$ cat src/rtl/id_ex_stage.sv
`default_nettype none
// +------------------------------------------------------------------------+
// | Module   : id_ex_stage                                                 |
// | Purpose  : ID/EX pipeline register with load-use hazard detection,     |
// |            bubble insertion, EX flush and memory-side hold handling.   |
// | Options  : PERF_CNT_EN - adds saturating bubble/flush event counters   |
// |            (bubble_cnt, flush_cnt).                                     |
// | Revision : 1.0 - initial release                                       |
// +------------------------------------------------------------------------+
module id_ex_stage #(
  parameter int DATA_W = 32,
  parameter int REG_AW = 5,
  parameter int ALUC_W = 3
) (
  input  logic              clk,
  input  logic              rst_n,
  // decode-side instruction bundle
  input  logic              id_valid,
  input  logic              id_reg_write,
  input  logic              id_reg_dst,
  input  logic              id_mem_read,
  input  logic              id_mem_write,
  input  logic              id_branch,
  input  logic              id_jump,
  input  logic              id_alu_src,
  input  logic              id_mem_to_reg,
  input  logic [ALUC_W-1:0] id_alu_control,
  input  logic [DATA_W-1:0] id_rs_data,
  input  logic [DATA_W-1:0] id_rt_data,
  input  logic [DATA_W-1:0] id_imm,
  input  logic [DATA_W-1:0] id_pc4,
  input  logic [REG_AW-1:0] id_rs,
  input  logic [REG_AW-1:0] id_rt,
  input  logic [REG_AW-1:0] id_rd,
  // pipeline control
  input  logic              ex_flush,
  input  logic              mem_hold,
  output logic              stall,
  // EX-stage bundle
  output logic              ex_valid,
  output logic              ex_reg_write,
  output logic              ex_mem_read,
  output logic              ex_mem_write,
  output logic              ex_branch,
  output logic              ex_jump,
  output logic              ex_alu_src,
  output logic              ex_mem_to_reg,
  output logic [ALUC_W-1:0] ex_alu_control,
  output logic [DATA_W-1:0] ex_rs_data,
  output logic [DATA_W-1:0] ex_rt_data,
  output logic [DATA_W-1:0] ex_imm,
  output logic [DATA_W-1:0] ex_pc4,
  output logic [REG_AW-1:0] ex_rs,
  output logic [REG_AW-1:0] ex_rt,
  output logic [REG_AW-1:0] ex_wr_addr
`ifdef PERF_CNT_EN
  ,
  output logic [15:0]       bubble_cnt,
  output logic [15:0]       flush_cnt
`endif
);

  localparam logic [ALUC_W-1:0] c_ALU_NOP = ALUC_W'(4);

  logic              r_valid;
  logic              r_reg_write;
  logic              r_mem_read;
  logic              r_mem_write;
  logic              r_branch;
  logic              r_jump;
  logic              r_alu_src;
  logic              r_mem_to_reg;
  logic [ALUC_W-1:0] r_alu_control;
  logic [DATA_W-1:0] r_rs_data;
  logic [DATA_W-1:0] r_rt_data;
  logic [DATA_W-1:0] r_imm;
  logic [DATA_W-1:0] r_pc4;
  logic [REG_AW-1:0] r_rs;
  logic [REG_AW-1:0] r_rt;
  logic [REG_AW-1:0] r_wr_addr;

  logic [REG_AW-1:0] w_wr_addr;
  logic              w_uses_rs;
  logic              w_uses_rt;
  logic              w_rs_hit;
  logic              w_rt_hit;
  logic              w_load_use;
  logic              w_lu_bubble;
  logic              w_clear;

  // Destination select: immediate-form and loads write rt, R-type writes rd.
  assign w_wr_addr = (id_reg_dst | id_alu_src) ? id_rt : id_rd;

  // Jumps read no registers; stores read rt even though they use the immediate.
  assign w_uses_rs = ~id_jump;
  assign w_uses_rt = (~id_alu_src & ~id_jump) | id_mem_write;

  assign w_rs_hit  = w_uses_rs & (id_rs == r_wr_addr);
  assign w_rt_hit  = w_uses_rt & (id_rt == r_wr_addr);

  // A load in EX whose result is needed by the decode instruction; $0 never
  // carries a dependency.
  assign w_load_use = id_valid & r_valid & r_mem_read & r_reg_write &
                      (r_wr_addr != '0) & (w_rs_hit | w_rt_hit);

  // A flush kills the decode instruction anyway, so no freeze is needed then.
  assign stall = (w_load_use | mem_hold) & ~ex_flush;

  // Load-use bubbles only happen when the stage is neither flushed nor held.
  assign w_lu_bubble = ~ex_flush & ~mem_hold & w_load_use;

  // Reset, flush and load-use all leave an empty slot in EX.
  assign w_clear = ~rst_n | ex_flush | w_lu_bubble;

  // Pipeline register: clear to a bubble, hold, or capture the decode bundle.
  always_ff @(posedge clk) begin
    if (w_clear) begin
      r_valid       <= 1'b0;
      r_reg_write   <= 1'b0;
      r_mem_read    <= 1'b0;
      r_mem_write   <= 1'b0;
      r_branch      <= 1'b0;
      r_jump        <= 1'b0;
      r_alu_src     <= 1'b0;
      r_mem_to_reg  <= 1'b0;
      r_alu_control <= c_ALU_NOP;
      r_rs_data     <= '0;
      r_rt_data     <= '0;
      r_imm         <= '0;
      r_pc4         <= '0;
      r_rs          <= '0;
      r_rt          <= '0;
      r_wr_addr     <= '0;
    end else if (!mem_hold) begin
      // Control is gated by id_valid so an empty slot can have no side effects.
      r_valid       <= id_valid;
      r_reg_write   <= id_reg_write  & id_valid;
      r_mem_read    <= id_mem_read   & id_valid;
      r_mem_write   <= id_mem_write  & id_valid;
      r_branch      <= id_branch     & id_valid;
      r_jump        <= id_jump       & id_valid;
      r_alu_src     <= id_alu_src    & id_valid;
      r_mem_to_reg  <= id_mem_to_reg & id_valid;
      r_alu_control <= id_valid ? id_alu_control : c_ALU_NOP;
      r_rs_data     <= id_rs_data;
      r_rt_data     <= id_rt_data;
      r_imm         <= id_imm;
      r_pc4         <= id_pc4;
      r_rs          <= id_rs;
      r_rt          <= id_rt;
      r_wr_addr     <= w_wr_addr;
    end
  end

  assign ex_valid       = r_valid;
  assign ex_reg_write   = r_reg_write;
  assign ex_mem_read    = r_mem_read;
  assign ex_mem_write   = r_mem_write;
  assign ex_branch      = r_branch;
  assign ex_jump        = r_jump;
  assign ex_alu_src     = r_alu_src;
  assign ex_mem_to_reg  = r_mem_to_reg;
  assign ex_alu_control = r_alu_control;
  assign ex_rs_data     = r_rs_data;
  assign ex_rt_data     = r_rt_data;
  assign ex_imm         = r_imm;
  assign ex_pc4         = r_pc4;
  assign ex_rs          = r_rs;
  assign ex_rt          = r_rt;
  assign ex_wr_addr     = r_wr_addr;

`ifdef PERF_CNT_EN
  logic [15:0] r_bubble_cnt;
  logic [15:0] r_flush_cnt;

  // Saturating event counters for load-use bubbles and EX flushes.
  always_ff @(posedge clk) begin
    if (!rst_n) begin
      r_bubble_cnt <= '0;
      r_flush_cnt  <= '0;
    end else begin
      if (w_lu_bubble && (r_bubble_cnt != 16'hFFFF))
        r_bubble_cnt <= r_bubble_cnt + 16'd1;
      if (ex_flush && (r_flush_cnt != 16'hFFFF))
        r_flush_cnt <= r_flush_cnt + 16'd1;
    end
  end

  assign bubble_cnt = r_bubble_cnt;
  assign flush_cnt  = r_flush_cnt;
`endif

endmodule
`default_nettype wire

$ cat config.mk
export PLATFORM = sky130hd
export DESIGN_NAME = id_ex_stage
export DESIGN_NICKNAME = d
export VERILOG_FILES = /design/src/rtl/id_ex_stage.sv
export SDC_FILE = /design/constraint.sdc
export NUM_CORES = 1
export LEC_CHECK = 0
export BUFFER_PORTS_ARGS = -buffer_cell sky130_fd_sc_hd__buf_4
export CAP_MARGIN = 20
export CORE_MARGIN = 10
export CORE_UTILIZATION = 45
export DETAILED_ROUTE_END_ITERATION = 8
export PLACE_DENSITY_LB_ADDON = 0.15
export SLEW_MARGIN = 15
export SYNTH_ARGS = -nofsm -noshare
export SYNTH_HDL_FRONTEND = slang
export SYNTH_SLANG_ARGS = --single-unit
$ cat constraint.sdc
create_clock -name clk -period 2 [get_ports clk]
set_input_delay 0.2 -clock clk [delete_from_list [all_inputs] [get_ports clk]]
set_output_delay 0.2 -clock clk [all_outputs]
set_load 0.02 [all_outputs]
==> out/metrics.cfg <==
[drt]
wl_mm = 22.4
drtIter0Drc = 380
wl_per_cell_um = 18.7
drc_errors = 0
vias_per_cell = 5.37
first_pass_iters = 4
routed-via-count = 6439
antenna_left = 0

[sta]
slew-limit-headroom_pct = 66.7
min_period_ns = 1.99
rsz0062_at_grt = yes
finalMaxSlewViolations = 0
tightest_slew_ns = 0.496
hold_viol = 0
max_freq_mhz = 501
finalCritPeriodShare_pct = 99.7
setup_viol = 0
skew_ns = 0.00731

[synth]
yosysSeqAreaShare_pct = 45.8
synth_edf_count = 0
ys_ff_latch = 154
synthFlopType = dfxtp_1
synthTopCellsByArea = dfxtp_1 46%, a2bb2oi_1 19%, nand2_1 7.8%, o21ai_2 7.8%, o21ai_0 6.2%
synth_area_mm2 = 0.00673
syn_nets = 876
synth_cells = 717
synth_top_area_share_pct = 45.8
yosys_warnings = 0
synth_area_leader_cell = dfxtp_1
async_reset_ff_share_pct = 0
syn_avg_cell_area_um2 = 9.38
yosysUniqueCellTypes = 32

[place]
port_buffers = 313
place_hpwl_mm = 16.3
gp_congestion = 0.821
post_dp_cell_area_mm2 = 0.00921
dp.cells = 1166

[die]
start_util_pct = 46.1
die_width_um = 142
core_mm2 = 0.0146
dieArea_mm2 = 0.0202
rows = 44
ios = 314
die_h_um = 142

[global_routing]
grt_start_max_net_pins = 76
gr-total-overflow = 0
grt_usage_pct = 20.8
grt_pass1_vias = 6235
grt_antenna_before_repair = 0
grt_pass1_wl_mm = 34.0

[clock_network]
clk_latency_ns = 0.41
clock-sinks = 154
cts_root_buf = clkbuf_16
clockBufferDepth = 2
h-tree-depth = 4
cts_buffers = 17
clkTransAtPathRegs_ns = 0.06
ctsHoldBuffers = 0
tritoncts = yes

[critical_path]
critical-path-max-stage-delay_ns = 0.45
crit_chain = nor3_1, a21o_1, o31ai_2, buf_4
crit_required_ns = 1.80
r2r.worst_path.cells = 6
worstPathArrival_ns = 1.79
reg2reg_from = ex_wr_addr[1]
r2r_setup_slack_ns = 0.27
start_kind = flip-flop
slowest_stage = nor3_1
path_max_fanout = 6
r2r_end = ex_pc4[21]
criticalPathCategory = flip-flop to output port
critPathTopFamily = simple AND/OR/NAND/NOR gates
path_buf_inv = 1
timing.critical_path.to_type = output port

[pwr]
ir_drop_uv = 577
powerDensity_mw_per_mm2 = 791
leakagePower_nw = 4.64

[run_status]
status = finished clean

[min_path]
hold_depth = 3
min_from = id_imm[26]
hold_path.class = input pin to flip-flop
hold_end = ex_imm[26]

[cells_and_area]
areaGrowthSynthToFinish_pct = 46.5
nets = 1162
finalNonFillerCells = 1199
drive_above_1_share_pct = 43.6
design_area_mm2 = 0.00985
antennaDiodeCount = 0

[flow_run]
cap_violations = 0

layout make-up:
type                       count  area, um2
clock buffer                  24        492
clock inverter                 7       90.1
fill                        1263       4740
multi-input combinational    495       3270
sequential                   154       3090
tap                          184        230
timing repair buffer         335       2680
placed cells by master, fill, tap and decap left out, types with 9 or more instances in the layout:
| master | instances |
|---|---|
| buf_4 | 322 |
| dfxtp_1 | 149 |
| a2bb2oi_1 | 148 |
| nand2_1 | 140 |
| o21ai_0 | 83 |
| o21ai_2 | 60 |
| clkbuf_16 | 17 |
| buf_12 | 13 |
| a21oi_1 | 11 |
| nand3_1 | 9 |
worst max-delay path by stage:
stage | cells after the start | to | slack (ns) | start
finish | 4 | stall | 0.006 | ex_wr_addr[4]
floorplan | 4 | stall | 0.13 | ex_wr_addr[1]
detailed placement | 5 | ex_rt_data[12] | 0.28 | ex_wr_addr[0]
global route | 5 | stall | -0.09 | ex_wr_addr[3]
global placement | 5 | stall | 0.28 | ex_wr_addr[2]
CTS | 5 | stall | 0.002 | ex_wr_addr[2]
Yosys cell counts (2+ instances only):
cell	instances
a21oi_1	11
a22oi_1	5
a2bb2oi_1	148
and3b_1	2
buf_1	3
buf_12	7
buf_2	25
clkbuf_1	23
clkbuf_2	8
dfxtp_1	154
mux2_2	5
nand2_1	140
nand2b_1	2
nand3_1	9
nand4_1	2
nor2_1	3
o21ai_0	83
o21ai_1	5
o21ai_2	60
xnor2_1	10
power breakdown:
part	switching, W	internal, W
Combinational	0.000646	0.000605
Clock	0.00123	0.00196
Sequential	0.000102	0.00325
Total	0.00198	0.00582
cell families after synthesis:
group / after synthesis / share of synthesized area, %
AO/OA/AOI/OAI: 319 / 36.1
XOR/XNOR: 10 / 1.30
buffers and inverters: 68 / 6.33
flip-flops: 154 / 45.8
multiplexers: 5 / 0.837
AND/OR/NAND/NOR: 161 / 9.56
stage by stage:
stage	hold slack [ns]	power [W]	utilization, %	setup WS, ns	TNS (ns)
finish	0.0440	0.00779	67.5	0.00552	0
global placement	0.448	0.00466	63.1	0.282	0
detailed placement	0.452	0.00467	63.1	0.281	0
floorplan	0.357	0.00402	-	0.128	0
global route	0.0273	0.00809	67.5	-0.0922	-0.0922
CTS	0.0265	0.00787	67.4	0.00155	0
timing repair:
item	4_1_cts	5_1_grt
pin swaps	2	0
gates resized for setup	8	4
setup buffers	2	0
setup endpoints to repair	1	1
worst reg2reg max path, stage by stage, from the launching register on:
cell       delay, ns
dfxtp_4         0.37
xnor2_2         0.18
o2111ai_2       0.15
buf_4           0.16
o22ai_4         0.26
buf_12          0.31
o21ai_0         0.18
layer usage:
layer / vias to the layer above / track usage (%) / wire length (um)
met5: - / 0 / 0
met4: 0 / 6.35 / 387
met3: 23 / 9.45 / 2150
met2: 222 / 33.3 / 10700
met1: 2982 / 24.2 / 9100
li1: 3212 / - / -
No activity file was read; power rests on OpenSTA's default activity.
